[config.mk]
export PLATFORM = sky130hd
export DESIGN_NAME = spi_transfer_controller_v2
export DESIGN_NICKNAME = d
export VERILOG_FILES = /design/src/rtl/spi_ctrl_pkg.sv /design/src/rtl/spi_transfer_controller_v2_result_serializer.sv /design/src/rtl/spi_transfer_controller_v2.sv
export SDC_FILE = /design/constraint.sdc
export NUM_CORES = 1
export LEC_CHECK = 0
export BUFFER_PORTS_ARGS = -buffer_cell sky130_fd_sc_hd__buf_2
export CELL_PAD_IN_SITES_DETAIL_PLACEMENT = 1
export CELL_PAD_IN_SITES_GLOBAL_PLACEMENT = 2
export CORE_UTILIZATION = 37
export DETAILED_ROUTE_END_ITERATION = 16
export GPL_TIMING_DRIVEN = 1
export PLACE_DENSITY_LB_ADDON = 0.1
export SLEW_MARGIN = 10
export SYNTH_ARGS = -nofsm -noshare
export SYNTH_HDL_FRONTEND = slang
export SYNTH_HIERARCHICAL = 1
export SYNTH_SLANG_ARGS = --single-unit
export TNS_END_PERCENT = 10
[constraint.sdc]
create_clock -name clk -period 10 [get_ports clk]
set_input_delay 1.5 -clock clk [delete_from_list [all_inputs] [get_ports clk]]
set_output_delay 1.5 -clock clk [all_outputs]
set_load 0.02 [all_outputs]
[src/rtl/spi_ctrl_pkg.sv]
// Shared definitions for the SPI transfer controller.
//   - FSM state encodings, which are visible on the 'state' port
//   - command opcodes (upper nibble of the command byte)
//   - STATUS byte bit positions and the byte returned while the core runs
package spi_ctrl_pkg;

  typedef enum logic [2:0] {
    ST_IDLE   = 3'd0,
    ST_SIZE   = 3'd1,
    ST_WRITE  = 3'd2,
    ST_READ   = 3'd3,
    ST_RUN    = 3'd4,
    ST_RESULT = 3'd5
  } state_t;

  localparam logic [3:0] OP_WRITE  = 4'h1;
  localparam logic [3:0] OP_READ   = 4'h2;
  localparam logic [3:0] OP_RUN    = 4'h3;
  localparam logic [3:0] OP_RESULT = 4'h4;
  localparam logic [3:0] OP_STATUS = 4'h5;
  localparam logic [3:0] OP_CLEAR  = 4'h6;

  localparam int STATUS_BUSY_BIT = 7;
  localparam int STATUS_ERR_BIT  = 6;

  localparam logic [7:0] RUN_BUSY_BYTE = 8'h40;

  // {busy, error, 3'b0, state}
  function automatic logic [7:0] status_byte(input logic busy, input logic err,
                                             input logic [2:0] st);
    logic [7:0] b;
    b                  = '0;
    b[STATUS_BUSY_BIT] = busy;
    b[STATUS_ERR_BIT]  = err;
    b[2:0]             = st;
    return b;
  endfunction

endpackage

[src/rtl/spi_transfer_controller_v2_result_serializer.sv]
// result_serializer: captures one result word on 'load' and presents one
// byte of it, chosen by byte_sel, zero-extended to RESULT_BYTES bytes.
// Ports:
//   clk, rst   clock / async active-low reset
//   load       capture results[idx] into the holding register
//   idx        result word index (must be < NUM_RESULTS when load is high)
//   results    flattened result words, index 0 at the LSBs
//   byte_sel   byte number of the held word (0 = least significant)
//   byte_out   selected byte
module result_serializer #(
  parameter int NUM_RESULTS  = 4,
  parameter int RESULT_W     = 35,
  parameter int RESULT_BYTES = 5,
  parameter int IDX_W        = 2,
  parameter int BSEL_W       = 3
) (
  input  logic                            clk,
  input  logic                            rst,
  input  logic                            load,
  input  logic [IDX_W-1:0]                idx,
  input  logic [NUM_RESULTS*RESULT_W-1:0] results,
  input  logic [BSEL_W-1:0]               byte_sel,
  output logic [7:0]                      byte_out
);

  logic [RESULT_W-1:0]       word_q;
  logic [RESULT_W-1:0]       word_sel;
  logic [RESULT_BYTES*8-1:0] word_ext;

  always_comb begin
    word_sel = '0;
    for (int i = 0; i < NUM_RESULTS; i++) begin
      if (idx == IDX_W'(i)) word_sel = results[i*RESULT_W +: RESULT_W];
    end
  end

  always_ff @(posedge clk or negedge rst) begin
    if (!rst)      word_q <= '0;
    else if (load) word_q <= word_sel;
  end

  always_comb begin
    word_ext               = '0;
    word_ext[RESULT_W-1:0] = word_q;
  end

  always_comb begin
    byte_out = '0;
    for (int b = 0; b < RESULT_BYTES; b++) begin
      if (byte_sel == BSEL_W'(b)) byte_out = word_ext[b*8 +: 8];
    end
  end

endmodule

[src/rtl/spi_transfer_controller_v2.sv]
// SPI command controller sitting between spi_slave, the multi-channel image
// BRAM and the processing core. Commands arrive one byte per spi_cycle_done;
// the byte loaded into spi_byte_out is what the master clocks out on the
// following exchange.
// Ports:
//   clk, rst                 clock / async active-low reset
//   spi_cycle_done           one-clk pulse per SPI byte
//   spi_byte_in/out          received byte / byte for the next exchange
//   bram_addr/channel/we     BRAM address, channel select, write strobe
//   bram_data_in/out         BRAM write data / read data (1-clk latency)
//   results                  flattened result words from the core
//   proc_start/busy/done     core start pulse, busy flag, completion pulse
//   state                    current FSM state
//   error                    sticky error flag (cleared by CLEAR command)
//
// state     | meaning
// ----------+-----------------------------------------------------------
// IDLE   0  | decode command byte
// SIZE   1  | collecting height hi/lo, width hi/lo
// WRITE  2  | streaming H*W bytes into the BRAM
// READ   3  | streaming H*W bytes out of the BRAM
// RUN    4  | core running, SPI bytes answered with 0x40
// RESULT 5  | sending RESULT_BYTES bytes of a result word, MSB first
module spi_transfer_controller_v2
  import spi_ctrl_pkg::*;
#(
  parameter int ADDR_W       = 17,
  parameter int NUM_CH       = 3,
  parameter int CH_W         = 2,
  parameter int NUM_RESULTS  = 4,
  parameter int RESULT_W     = 35,
  parameter int RESULT_BYTES = 5
) (
  input  logic                            clk,
  input  logic                            rst,
  input  logic                            spi_cycle_done,
  input  logic [7:0]                      spi_byte_in,
  output logic [7:0]                      spi_byte_out,
  output logic [ADDR_W-1:0]               bram_addr,
  output logic [CH_W-1:0]                 bram_channel,
  output logic                            bram_we,
  output logic [7:0]                      bram_data_in,
  input  logic [7:0]                      bram_data_out,
  input  logic [NUM_RESULTS*RESULT_W-1:0] results,
  output logic                            proc_start,
  output logic                            proc_busy,
  input  logic                            proc_done,
  output logic [2:0]                      state,
  output logic                            error
);

  localparam int CNT_W  = ADDR_W + 1;
  localparam int IDX_W  = (NUM_RESULTS > 1) ? $clog2(NUM_RESULTS) : 1;
  localparam int BSEL_W = (RESULT_BYTES > 1) ? $clog2(RESULT_BYTES) : 1;
  localparam logic [31:0]       DEPTH     = 32'd1 << ADDR_W;
  localparam logic [3:0]        MAX_CH    = 4'(NUM_CH);
  localparam logic [3:0]        MAX_IDX   = 4'(NUM_RESULTS);
  localparam logic [BSEL_W-1:0] LAST_BYTE = BSEL_W'(RESULT_BYTES - 1);

  state_t              state_q, state_d;
  logic [ADDR_W-1:0]   addr_q, addr_d;
  logic [CH_W-1:0]     ch_q, ch_d;
  logic                we_q, we_d;
  logic [7:0]          wdata_q, wdata_d;
  logic [7:0]          sbo_q, sbo_d;
  logic                start_q, start_d;
  logic                busy_q, busy_d;
  logic                err_q, err_d;
  logic [15:0]         height_q, height_d;
  logic [15:0]         width_q, width_d;
  logic [CNT_W-1:0]    rem_q, rem_d;
  logic [1:0]          size_cnt_q, size_cnt_d;
  logic [23:0]         size_buf_q, size_buf_d;
  logic [BSEL_W-1:0]   rcnt_q, rcnt_d;

  logic [3:0]          opcode, arg;
  logic                ch_ok;
  logic [15:0]         mul_h, mul_w;
  logic [31:0]         prod;
  logic                ser_load;
  logic [7:0]          ser_byte;

  assign opcode = spi_byte_in[7:4];
  assign arg    = spi_byte_in[3:0];
  assign ch_ok  = (arg != 4'd0) && (arg <= MAX_CH);

  // One multiplier: during SIZE it checks the incoming dimensions (the last
  // byte is still on spi_byte_in), otherwise it gives the stored image size.
  assign mul_h = (state_q == ST_SIZE) ? size_buf_q[23:8] : height_q;
  assign mul_w = (state_q == ST_SIZE) ? {size_buf_q[7:0], spi_byte_in} : width_q;
  assign prod  = {16'd0, mul_h} * {16'd0, mul_w};

  result_serializer #(
    .NUM_RESULTS  (NUM_RESULTS),
    .RESULT_W     (RESULT_W),
    .RESULT_BYTES (RESULT_BYTES),
    .IDX_W        (IDX_W),
    .BSEL_W       (BSEL_W)
  ) u_result_serializer (
    .clk      (clk),
    .rst      (rst),
    .load     (ser_load),
    .idx      (arg[IDX_W-1:0]),
    .results  (results),
    .byte_sel (LAST_BYTE - rcnt_q),
    .byte_out (ser_byte)
  );

  always_ff @(posedge clk or negedge rst) begin
    if (!rst) begin
      state_q    <= ST_IDLE;
      addr_q     <= '1;
      ch_q       <= '0;
      we_q       <= 1'b0;
      wdata_q    <= '0;
      sbo_q      <= '0;
      start_q    <= 1'b0;
      busy_q     <= 1'b0;
      err_q      <= 1'b0;
      height_q   <= '0;
      width_q    <= '0;
      rem_q      <= '0;
      size_cnt_q <= '0;
      size_buf_q <= '0;
      rcnt_q     <= '0;
    end else begin
      state_q    <= state_d;
      addr_q     <= addr_d;
      ch_q       <= ch_d;
      we_q       <= we_d;
      wdata_q    <= wdata_d;
      sbo_q      <= sbo_d;
      start_q    <= start_d;
      busy_q     <= busy_d;
      err_q      <= err_d;
      height_q   <= height_d;
      width_q    <= width_d;
      rem_q      <= rem_d;
      size_cnt_q <= size_cnt_d;
      size_buf_q <= size_buf_d;
      rcnt_q     <= rcnt_d;
    end
  end

  always_comb begin
    state_d    = state_q;
    addr_d     = addr_q;
    ch_d       = ch_q;
    we_d       = 1'b0;
    wdata_d    = wdata_q;
    sbo_d      = sbo_q;
    start_d    = 1'b0;
    busy_d     = busy_q;
    err_d      = err_q;
    height_d   = height_q;
    width_d    = width_q;
    rem_d      = rem_q;
    size_cnt_d = size_cnt_q;
    size_buf_d = size_buf_q;
    rcnt_d     = rcnt_q;
    ser_load   = 1'b0;

    case (state_q)
      ST_IDLE: begin
        if (spi_cycle_done) begin
          case (opcode)
            OP_WRITE: begin
              if (ch_ok) begin
                ch_d       = CH_W'(arg);
                size_cnt_d = '0;
                state_d    = ST_SIZE;
              end else begin
                err_d = 1'b1;
              end
            end
            OP_READ: begin
              if (!ch_ok || prod == 32'd0) begin
                err_d = 1'b1;
              end else begin
                ch_d    = CH_W'(arg);
                addr_d  = '0;
                rem_d   = CNT_W'(prod);
                state_d = ST_READ;
              end
            end
            OP_RUN: begin
              start_d = 1'b1;
              busy_d  = 1'b1;
              state_d = ST_RUN;
            end
            OP_RESULT: begin
              if (arg < MAX_IDX) begin
                ser_load = 1'b1;
                rcnt_d   = '0;
                state_d  = ST_RESULT;
              end else begin
                err_d = 1'b1;
              end
            end
            OP_STATUS: sbo_d = status_byte(busy_q, err_q, state_q);
            OP_CLEAR:  err_d = 1'b0;
            default:   err_d = 1'b1;
          endcase
        end
      end

      ST_SIZE: begin
        if (spi_cycle_done) begin
          size_buf_d = {size_buf_q[15:0], spi_byte_in};
          if (size_cnt_q == 2'd3) begin
            // Rejected sizes leave the previous dimensions in place.
            if (mul_h == 16'd0 || mul_w == 16'd0 || prod > DEPTH) begin
              err_d   = 1'b1;
              state_d = ST_IDLE;
            end else begin
              height_d = mul_h;
              width_d  = mul_w;
              rem_d    = CNT_W'(prod);
              addr_d   = '1;  // first data byte wraps this to 0
              state_d  = ST_WRITE;
            end
          end else begin
            size_cnt_d = size_cnt_q + 2'd1;
          end
        end
      end

      ST_WRITE: begin
        if (spi_cycle_done) begin
          wdata_d = spi_byte_in;
          addr_d  = addr_q + 1'b1;
          we_d    = 1'b1;
          rem_d   = rem_q - 1'b1;
          if (rem_q == CNT_W'(1)) state_d = ST_IDLE;
        end
      end

      ST_READ: begin
        // bram_data_out already reflects bram_addr: the address was set at
        // least one clk earlier because SPI bytes are >= 3 clk apart.
        if (spi_cycle_done) begin
          sbo_d  = bram_data_out;
          addr_d = addr_q + 1'b1;
          rem_d  = rem_q - 1'b1;
          if (rem_q == CNT_W'(1)) state_d = ST_IDLE;
        end
      end

      ST_RUN: begin
        if (proc_done) begin
          busy_d  = 1'b0;
          state_d = ST_IDLE;
        end else if (spi_cycle_done) begin
          sbo_d = RUN_BUSY_BYTE;
        end
      end

      ST_RESULT: begin
        if (spi_cycle_done) begin
          sbo_d  = ser_byte;
          rcnt_d = rcnt_q + 1'b1;
          if (rcnt_q == LAST_BYTE) state_d = ST_IDLE;
        end
      end

      default: state_d = ST_IDLE;
    endcase
  end

  assign spi_byte_out = sbo_q;
  assign bram_addr    = addr_q;
  assign bram_channel = ch_q;
  assign bram_we      = we_q;
  assign bram_data_in = wdata_q;
  assign proc_start   = start_q;
  assign proc_busy    = busy_q;
  assign state        = state_q;
  assign error        = err_q;

endmodule

=== Word level (Yosys, flattened, before mapping) ===
Index checks and enable logic that the tools add are counted.
Widths: inputs -> output; s select.

* Output and inout port bits: 42
* Bits of input ports: 160
* Logic and storage cells: 194
* Flip-flop bits (word level): 156

* Add/sub/neg operators: 5
* $lt $le $gt $ge: 3
* $mul: 1
* Reduce and logical (&&, ||, !) cells: 31
* Equality and inequality tests: 53
* Bitwise gates (word level): 1
* Multiplexer cells: 84

{| class="wikitable"
|+ Operators with widths
! kind !! count
|-
| $mux 35 || 4
|-
| $mux 18 || 7
|-
| $mux 17 || 7
|-
| $mux 8 || 11
|-
| $pmux 18 s3 || 1
|-
| $pmux 17 s3 || 1
|-
| $mux 3 || 15
|-
| $gt 32x18->1 const B || 1
|-
| $logic_not 16->1 || 2
|-
| $logic_not 32->1 || 1
|-
| $mul 16x16->32 || 1
|-
| $mux 16 || 2
|-
| $ne 2x2->1 const B || 16
|-
| $pmux 8 s4 || 1
|-
| $mux 1 || 19
|-
| $eq 18x1->1 const B || 1
|-
| $ne 2x1->1 const B || 9
|-
| $ne 3x3->1 const B || 6
|-
| $sub 18x1->18 const B || 1
|-
| $add 17x1->17 const B || 1
|-
| $mux 2 || 8
|-
| $pmux 3 s5 || 1
|-
| $eq 3x2->1 const B || 4
|-
| $eq 3x3->1 const B || 4
|-
| other kinds (35) || 54
|}

=== Longest topological paths before layout ===
Gate-level depths: netlist of run 1.

* Depth in word-level cells: 9
* Mapped depth: 35
* Depth with buffers taken out: 28

=== By module ===
The synthesis of run 1 kept the hierarchy.

{| class="wikitable"
|+ Modules (own cells, without submodules)
! module !! times used !! cells each !! area an instance (µm²) !! seq. area each (µm²)
|-
| spi_transfer_controller_v2 || 1 || 1860 || 15527.4 || 3049.2
|-
| result_serializer || 1 || 227 || 2536.2 || 875.8
|}

=== Worst setup path after synthesis of run 1 ===
OpenSTA, ideal clock, no wires.

* Kind: register -> register
* Start point: reg state_q[1] (netlist: state[1])
* End point: reg rem_q[2]
* Required time: 9.879 ns
* Slack: 0.679 ns
* Data arrival time: 9.200 ns
* Period minus slack after synthesis: 9.321 ns
* Library setup time: 0.121 ns
* Path buffers: 7
* Cell stages (with the launch flop): 34
* Cell sequence: dfrtp_1 -> nand2b_1 -> nor2_1 -> clkbuf_1 -> buf_1 -> clkbuf_1 -> clkbuf_1 -> nand2_1 -> nand2_1 -> nand2_1 -> fa_1 -> fa_1 -> fa_1 -> fa_1 -> inv_1 -> fa_1 -> inv_1 -> fa_1 -> inv_1 -> ha_1 -> buf_2 -> a21oi_1 -> o21ai_0 -> o2bb2ai_1 -> or4_1 -> a2111oi_0 -> nand4_1 -> nor4_2 -> o2111ai_1 -> a2bb2oi_1 -> or2_1 -> buf_4 -> buf_6 -> o22a_1

* Longest elaborated chain between the ends: 7
* Elaborated cells on any way between the ends: 31
* Those cells by class: mul (1); order compare (1); eq/ne (10); mux (9); reduce/logical (10)

{| class="wikitable"
|+ Ends and longest elaborated chain
! what !! line !! text
|-
| from (decl) || spi_transfer_controller_v2.sv:60 || <nowiki>state_t state_q, state_d;</nowiki>
|-
| from (signal assigned) || spi_transfer_controller_v2.sv:127 || <nowiki>state_q <= state_d;</nowiki>
|-
| $eq 3x1->1 || spi_transfer_controller_v2.sv:89, spi_transfer_controller_v2.sv:90, spi_transfer_controller_v2.sv:163 ||
|-
| $mux 16, on equally long branches || spi_transfer_controller_v2.sv:89, spi_transfer_controller_v2.sv:90 ||
|-
| $mul 16x16->32 or $logic_not 16->1 (tied branches) || spi_transfer_controller_v2.sv:91, spi_transfer_controller_v2.sv:212 ||
|-
| $gt 32x18->1 (tied with other cells) || spi_transfer_controller_v2.sv:212 || <nowiki>if (mul_h == 16'd0 || mul_w == 16'd0 || prod > DEPTH) begin</nowiki>
|-
| $logic_or 1x1->1 (tied with other cells) || spi_transfer_controller_v2.sv:212 ||
|-
| $ne 2x2->1 (no source line) (tied with other cells) || -- ||
|-
| $reduce_and 8->1 (no source line) or $pmux 18 s3 (tied branches) || -- ||
|-
| to (signal assigned) || spi_transfer_controller_v2.sv:138 || <nowiki>rem_q <= rem_d;</nowiki>
|-
| to (decl) || spi_transfer_controller_v2.sv:71 || <nowiki>logic [CNT_W-1:0] rem_q, rem_d;</nowiki>
|}

Parallel ways exist; a longest one is shown, timed or not. The select of a mux whose other input is x is not followed.
A chain may end at the register's enable or synchronous reset.

=== Final worst setup path of run 1 ===
* Start point: reg state_q[1] (netlist: state[1])
* End point: reg addr_q[15] (netlist: bram_addr[15])

* Longest elaborated chain between the ends: 7
* Elaborated cells on any way between the ends: 25
* Those cells by class: mul (1); order compare (1); eq/ne (10); mux (3); reduce/logical (10)

{| class="wikitable"
|+ Ends and longest elaborated chain
! what !! line !! text
|-
| $eq 3x1->1 || spi_transfer_controller_v2.sv:89, spi_transfer_controller_v2.sv:90, spi_transfer_controller_v2.sv:163 ||
|-
| $mux 16, on equally long branches || spi_transfer_controller_v2.sv:89, spi_transfer_controller_v2.sv:90 ||
|-
| $mul 16x16->32 or $logic_not 16->1 (tied branches) || spi_transfer_controller_v2.sv:91, spi_transfer_controller_v2.sv:212 ||
|-
| $gt 32x18->1 (tied with other cells) || spi_transfer_controller_v2.sv:212 ||
|-
| $logic_or 1x1->1, on equally long branches || spi_transfer_controller_v2.sv:212, spi_transfer_controller_v2.sv:177 ||
|-
| $ne 2x2->1 (no source line) || -- ||
|-
| $reduce_and 8->1 (no source line) || -- ||
|-
| to (signal assigned) || spi_transfer_controller_v2.sv:128 || <nowiki>addr_q <= addr_d;</nowiki>
|-
| to (decl) || spi_transfer_controller_v2.sv:61 || <nowiki>logic [ADDR_W-1:0] addr_q, addr_d;</nowiki>
|}

Parallel ways exist; a longest one is shown, timed or not.

==> flow_summary.toml, run 1 <==
[sta]
max_freq_mhz = 106
timing.setup.tns_ps = 0
period_needed_ps = 9450
final_hold_viol_count = 0
worstMarginPinSlew_ps = 1130
fin_crit_sh = 0.945
slew_headroom = 0.246
fin_skew_ps = 11.8
setup_violations = 0
slew_violations = 0
rsz0062_at_grt = "false"

[worst_setup_path]
arrival_ps = 9830
slowest_stage = "fa_1"
cp.required_ps = 10380
critPathLaunchType = "flop"
critPathMostFrequentCell = "fa_1"
crit_type = "reg2reg"
cp_slowest_stage_delay_ps = 560
ff2ff_setup_slack_ps = 550
reg2reg_depth = 29
path_max_fanout = 63
end_kind = "flop"

[grt]
grt_pass1_wl_um = 99200
grt_pass1_vias = 17000
grtUsageTotal = 0.259
overflow = 0
grt_max_degree = 67
antenna_found_initial = 4

[final_layout]
final_cell_mix = "nand2_1 (292), nor2_1 (249), inv_1 (247), buf_2 (199), fa_1 (194)"
fin_nets = 2724
multiInputGateArea_um2 = 12800
area_growth_pct = 13.5
drive_above_1_share = 0.163
seq_area_um2 = 3930
n_antenna_cell = 0
n_fill_cell = 5724
layout_commonest_cell = "nand2_1"

[yosys]
synthFlopType = "dfrtp_1"
syn_nets = 2552
yosysUniqueCellTypes = 75
syn_area_um2 = 18100
post_synth_fa_ha_maj_area_fraction = 0.292
ys_ff_latch = 156
synth-seq-area-share = 0.217
synth_edf_count = 0
synth_compound_area_frac = 0.123
synthXorXnorAreaFrac = 0.00970
async_flop_share = 1.00
yosysWarnings = 6
muxShareOfSynthArea = 0.0948
avgSynthCellArea_um2 = 8.66
synth_top_family_by_area = "adder cells"
syn-instance-count = 2087
synthSimpleGateAreaFrac = 0.185

[drt]
drt_iter0_drc = 896
ant_nets = 0
firstDrtPassIters = 5
wl_per_cell_um = 22.1
via_per_inst = 5.47
routed_wl_um = 63700
drc = 0
num_vias = 15800

[place]
dp_hpwl_um = 50600
globalplace.congestion = 0.876
port_buffers = 201

[cts]
cts.path.max_buffers = 2
clk_pin_slew_ps = 70
cts_hold_buf = 0
cts_buffers = 17
clkLatencyLatePin_ps = 450
cts_sinks = 156
cts_root_buf = "clkbuf_16"
cts_max_level = 4
cts_tree = "done"

[die]
die_width_um = 223
die_y_um = 223
core_um2 = 47900
num_io_pins = 202
die_area_um2 = 49700
core.rowCount = 80
initial_core_util = 0.377

[status]
status = "completed"

[run]
maxCapViolCount = 0

[hold_path]
hold_depth = 2
hp-class = "reg2reg"
[through the flow]
step	instances	setup WS [ps]	area [µm²]	util	hold WS (ps)
floorplan	2087	679	18100	-	455
global placement	2855	367	19900	0.414	458
detailed placement	2855	184	19900	0.414	474
CTS	2887	330	20500	0.428	492
global route	2887	42.5	20500	0.428	520
finish	2887	551	20500	0.428	489
[flip-flops by register name (all words and copies together) (netlist names), 3 cells and up]
| signal | count |
|---|---|
| rem_q | 18 |
| bram_addr | 17 |
| bram_data_in | 8 |
| size_buf_q | 24 |
| height_q | 16 |
| state | 3 |
| rcnt_q | 3 |
| u_result_serializer/word_q | 35 |
| width_q | 16 |
| spi_byte_out | 8 |
[critical path: cells and delay by family, from the launching register on]
kind                     cells  cell delay [ps]
flip-flops                   1              490
adder cells (fa/ha/maj)      7             3550
AND/OR/NAND/NOR             10             2930
buffers and inverters        6              930
AO/OA/AOI/OAI                6             1430
[timing repair]
action / CTS / global route
gates resized for setup: 0 / 1
buffers inserted: 0 / 0
endpoints found under the setup margin: 0 / 31
[routing by layer]
metal,up-vias,track usage,part of all wire
li1,7345,-,-
met1,8048,0.338,0.44
met2,337,0.457,0.50
met3,68,0.0315,0.036
met4,8,0.0587,0.019
met5,-,0,0.00080
[layout make-up]
cell class | count | share of cell area
Inverter | 248 | 0.0454
Clock buffer | 17 | 0.0207
Clock inverter | 15 | 0.0103
Timing Repair Buffer | 261 | 0.0727
Sequential cell | 156 | 0.191
Multi-Input combinational cell | 1575 | 0.622
Tap cell | 615 | 0.0375
[Yosys cell counts, drive strengths merged, types with 12 or more instances]
| cell | number | area share |
|---|---|---|
| a211oi | 13 | 0.0054 |
| a21oi | 96 | 0.027 |
| a31oi | 18 | 0.0062 |
| buf | 30 | 0.010 |
| clkbuf | 78 | 0.016 |
| dfrtp | 139 | 0.19 |
| dfstp | 17 | 0.025 |
| fa | 194 | 0.22 |
| ha | 111 | 0.077 |
| inv | 247 | 0.051 |
| mux2 | 43 | 0.027 |
| mux2i | 110 | 0.061 |
| nand2 | 292 | 0.061 |
| nand2b | 48 | 0.017 |
| nand3 | 24 | 0.0066 |
| nand4 | 13 | 0.0045 |
| nor2 | 251 | 0.052 |
| nor2b | 13 | 0.0049 |
| nor3 | 36 | 0.010 |
| nor4 | 18 | 0.0069 |
| o21ai | 66 | 0.018 |
| o221ai | 40 | 0.019 |
| o31ai | 30 | 0.012 |
| or4 | 12 | 0.0050 |
[cell families (layout without fill, tap and decap cells)]
group	Yosys count	after routing
simple gates	755	755
flops	156	156
compound gates	337	337
xor+xnor	20	20
buf+inv	356	541
fa+ha+maj	305	305
mux	158	158
[worst paths after layout]
check / startpoint / endpoint
setup / recovery: state[1] / bram_addr[15]
hold / removal: bram_addr[16] / bram_addr[16]
setup reg to reg: state[1] / bram_addr[15]
hold reg to reg: bram_addr[16] / bram_addr[16]
max in group asynchronous: rst / size_buf_q[20]
min in group asynchronous: rst / rem_q[4]
Power of run 1 is not shown: default switching activity piles up to over one toggle a cycle in this logic, so the estimate is an artifact.
==> run 2, diff against run 1 <==
Settings changed: CORE_MARGIN set to 8.
==> run 2 against run 1 <==
Compared with the run above: cell count rose by 0.48%; sequential share of layout area barely moved; first-iteration DRC count fell by 24%; register-to-register slack improved by 100 ps; non-clock buffer count rose by 5; die area rose by 13%; count of clock-buffer cells in the layout did not move; cell area barely moved; flip-flop and latch count did not move; critical path type unchanged.
==> flow_summary.toml, run 2 (synthesis gave the netlist of run 1 again) <==
[die]
initial_core_util = 0.372
die_y_um = 237
die_area_um2 = 56100
die_width_um = 237
num_io_pins = 202
core.rowCount = 81
core_um2 = 48500

[final_layout]
final_core_util = 0.423
top_register = "u_result_serializer/word_q"
drive_above_1_share = 0.165
biggestRegsByFlops = "u_result_serializer/word_q (35), size_buf_q (24), rem_q (18)"
final_cells = 2901
final_cell_mix = "nand2_1 (292), nor2_1 (249), inv_1 (247), buf_2 (199), fa_1 (194)"
layout_commonest_cell = "nand2_1"
fin_nets = 2729
area_growth_pct = 13.6
largest_register_ffs = 35

[hold_path]
hp-start = "bram_addr[16]"
hp-class = "reg2reg"
worstHoldEndpoint = "bram_addr[16]"
hold_depth = 2

[grt]
antenna_found_initial = 4
grtUsageTotal = 0.234
grt_max_degree = 87
grt_pass1_vias = 17700
overflow = 0
grt_pass1_wl_um = 104000

[place]
globalplace.congestion = 0.862
dp.cells = 2867
dp_hpwl_um = 53000
port_buffers = 201

[worst_setup_path]
cp.required_ps = 10380
end_kind = "flop"
critPathLaunchType = "flop"
arrival_ps = 9730
path_max_fanout = 72
crit_type = "reg2reg"
timing.rr.start = "state[1]"
reg2reg_depth = 29
slowest_stage = "fa_1"
cp_slowest_stage_delay_ps = 590
ff2ff_setup_slack_ps = 660
r2r_end = "bram_addr[12]"
critPathMostFrequentCell = "fa_1"

[sta]
max_freq_mhz = 107
period_needed_ps = 9340
slew_headroom = 0.298
setup_violations = 0
hold_ws_ps = 495
fin_skew_ps = 15.4
final_hold_viol_count = 0
rsz0062_at_grt = "false"
slew_violations = 0
timing.setup.tns_ps = 0
worstMarginPinSlew_ps = 1050
fin_crit_sh = 0.934

[drt]
via_per_inst = 5.48
routed_wl_um = 66100
wl_per_cell_um = 22.8
ant_nets = 0
drc = 0
num_vias = 15900
drt_iter0_drc = 678
firstDrtPassIters = 5

[run]
maxCapViolCount = 0

[cts]
cts_buffers = 17
clk_pin_slew_ps = 70
cts_max_level = 4
cts_tree = "done"
cts.path.max_buffers = 2
cts_root_buf = "clkbuf_16"
clkLatencyLatePin_ps = 450
cts_sinks = 156

[status]
status = "completed"
==> run 2: cell count changes in the layout (fill, tap and decap cells not counted), sizes merged <==
cell | before | now
bufinv | 3 | 0
inv | 251 | 254
diode | 0 | 2
buf | 261 | 266
==> run 2: layer usage <==
metal  wire length [µm]  up-vias  track usage
met1              29200     8123        0.297
met5                 21        -            0
met3               2330       84       0.0377
met4               1750        4       0.0695
met2              32800      320        0.404
li1                   -     7361            -
==> run 2: timing repair <==
item                                    4_1_cts  5_1_grt
setup buffers                                 0        0
hold buffers                                  0        0
gates resized for setup                       0        1
endpoints found under the setup margin        0       31
==> run 2: worst max-delay path by stage <==
stage | start | end | slack, ps | cells after the start
after floorplan | state[1] | rem_q[2] | 680 | 33
after global placement | spi_byte_in[7] | rem_q[12] | 460 | 28
after detailed placement | spi_byte_in[1] | rem_q[11] | 270 | 27
after CTS | state[1] | rem_q[10] | 380 | 29
after global routing | state[1] | bram_addr[12] | 50 | 29
final | state[1] | bram_addr[12] | 660 | 29
==> run 2: stage by stage <==
stage	instance area (µm²)	setup WS [ps]
after floorplan	18100	679
after global placement	19900	462
after detailed placement	19900	270
after CTS	20500	385
after global routing	20500	53.6
final	20500	655
==> run 2: final cells by class <==
| class | instances | area [µm²] |
|---|---|---|
| Sequential cell | 156 | 3930 |
| Timing Repair Buffer | 266 | 1540 |
| Clock inverter | 15 | 155 |
| Fill cell | 5787 | 28000 |
| Multi-Input combinational cell | 1575 | 12800 |
| Clock buffer | 17 | 425 |
| Tap cell | 622 | 778 |
| Antenna cell | 2 | 5.00 |
| Inverter | 248 | 931 |
==> run 2: critical path, delay by kind of cell (launching register included) <==
kind,cells,cell delay (ps)
buffers and inverters,6,940
adders and majority gates,7,3490
and+or+nand+nor,10,2910
DFF,1,490
AOI/OAI and AO/OA,6,1320
Power of run 2 is left out for the same reason.
==> run 3, diff against run 2 <==
Settings changed: CORE_UTILIZATION 37 to 38, CTS_BUF_LIST set to sky130_fd_sc_hd__clkbuf_4.
==> run 3 against run 2 <==
Compared with the run above: utilization rose by 0.43 points; fmax shrank 1.8%; non-clock buffer count down 12; setup slack got worse by 170 ps; register-to-register slack worse by 170 ps; hold slack improved by 14 ps; flip-flop and latch count is the same; cell count decreased by 0.62%; critical path depth is the same; critical endpoint is now bram_addr[0]; wire length decreased by 1.2%; via count fell by 0.36%; largest cell class unchanged; first-iteration DRC count grew 22%.
==> flow_summary.toml, run 3 (synthesis gave the netlist of run 1 again) <==
[status]
status = "completed"

[hold_path]
hp-class = "reg2reg"
hp-start = "bram_addr[16]"

[drt]
num_vias = 15800
wl_per_cell_um = 22.6
via_per_inst = 5.49
routed_wl_um = 65300
drt_iter0_drc = 826
drc = 0
ant_nets = 0
firstDrtPassIters = 4

[cts]
cts_max_level = 4
cts_buffers = 17
cts_root_buf = "clkbuf_4"
cts_resized = 0
clk_pin_slew_ps = 150
clkLatencyLatePin_ps = 630
cts_sinks = 156
postCtsSetupRepairBufs = 0
cts_hold_buf = 0
cts.path.max_buffers = 2
cts_tree = "done"

[place]
place_ws_ps = 157
globalplace.congestion = 0.903
dp_hpwl_um = 52200
port_buffers = 201

[final_layout]
largest_register_ffs = 35
multiInputGateArea_um2 = 12800
seq_area_um2 = 3930
drive_above_1_share = 0.166
fin_nets = 2717
n_fill_cell = 5714
biggestRegsByFlops = "u_result_serializer/word_q (35), size_buf_q (24), rem_q (18)"
final_core_util = 0.427
area_growth_pct = 11.9
layout_commonest_cell = "nand2_1"
top_register = "u_result_serializer/word_q"
final_cell_mix = "nand2_1 (283), nor2_1 (249), inv_1 (247), buf_2 (199), fa_1 (194)"

[sta]
slew_headroom = 0.296
hold_ws_ps = 509
setup_violations = 0
max_freq_mhz = 105
slew_violations = 0
period_needed_ps = 9510
fin_skew_ps = 38.3
worstMarginPinSlew_ps = 1060
final.setup.worst_slack_ps = 486
fin_crit_sh = 0.951
final_hold_viol_count = 0

[worst_setup_path]
arrival_ps = 10050
cp_slowest_stage_delay_ps = 620
slowest_stage = "dfrtp_1"
critPathMostFrequentCell = "fa_1"
crit_type = "reg2reg"
end_kind = "flop"
timing.rr.start = "state[0]"
cp.required_ps = 10540
critPathLaunchType = "flop"
path_max_fanout = 73
crit_start = "state[0]"

[grt]
grt_pass1_wl_um = 100000
grtUsageTotal = 0.236
overflow = 0
antenna_found_initial = 6
grt_max_degree = 85
grt_pass1_vias = 17000

[run]
maxCapViolCount = 0

[die]
die_area_um2 = 54800
die_y_um = 234
core_um2 = 47300
core.rowCount = 80
die_width_um = 234
num_io_pins = 202
initial_core_util = 0.382
run 3: changes by cell type in the layout (fill, tap and decap cells not counted), moves of 2 or more:
cell | before | now
buf_4 | 63 | 51
nand2_2 | 0 | 9
bufinv_16 | 0 | 3
mux2i_1 | 110 | 107
clkbuf_16 | 17 | 0
clkinv_8 | 3 | 1
mux2i_2 | 0 | 3
clkbuf_4 | 0 | 17
nand2_1 | 292 | 283
run 3: layer usage:
layer	wire [µm]	part of all wire	GRT usage	vias to the layer above
li1	-	-	-	7330
met1	28900	0.44	0.306	8070
met2	32100	0.49	0.404	348
met3	2630	0.040	0.0380	80
met4	1600	0.024	0.0645	6
met5	37	0.00057	0	-
run 3: per-stage QoR:
step	instance area [µm²]	instances	setup TNS [ps]
2_1_floorplan	18100	2087	0
3_3_place_gp	19800	2848	0
3_5_place_dp	19800	2848	0
4_1_cts	20200	2880	0
5_1_grt	20200	2881	-1.19
6_report	20200	2883	0
run 3: layout make-up:
| type | instances | share of cell area |
|---|---|---|
| antenna | 3 | 0.000371 |
| timing repair buffer | 254 | 0.0717 |
| inverter | 248 | 0.0461 |
| sequential | 156 | 0.194 |
| clock buffer | 17 | 0.00631 |
| multi-input combinational | 1575 | 0.633 |
| clock inverter | 15 | 0.0100 |
| tap | 615 | 0.0381 |
run 3: worst paths after layout:
check / end / cells past startpoint / slack (ps)
max: bram_addr[0] / 29 / 490
min: bram_addr[16] / 2 / 510
max reg2reg: bram_addr[0] / 29 / 490
min reg2reg: bram_addr[16] / 2 / 510
max in group asynchronous: width_q[10] / 2 / 7520
min in group asynchronous: rem_q[4] / 1 / 960
run 3: critical path: cells and delay by family, from the launching register on:
family / cells / cell delay, ps
flops: 1 / 620
fa+ha+maj: 7 / 3500
buf+inv: 6 / 960
simple gates: 10 / 2440
mux: 1 / 370
compound gates: 5 / 1400
Power of run 3 is left out for the same reason.
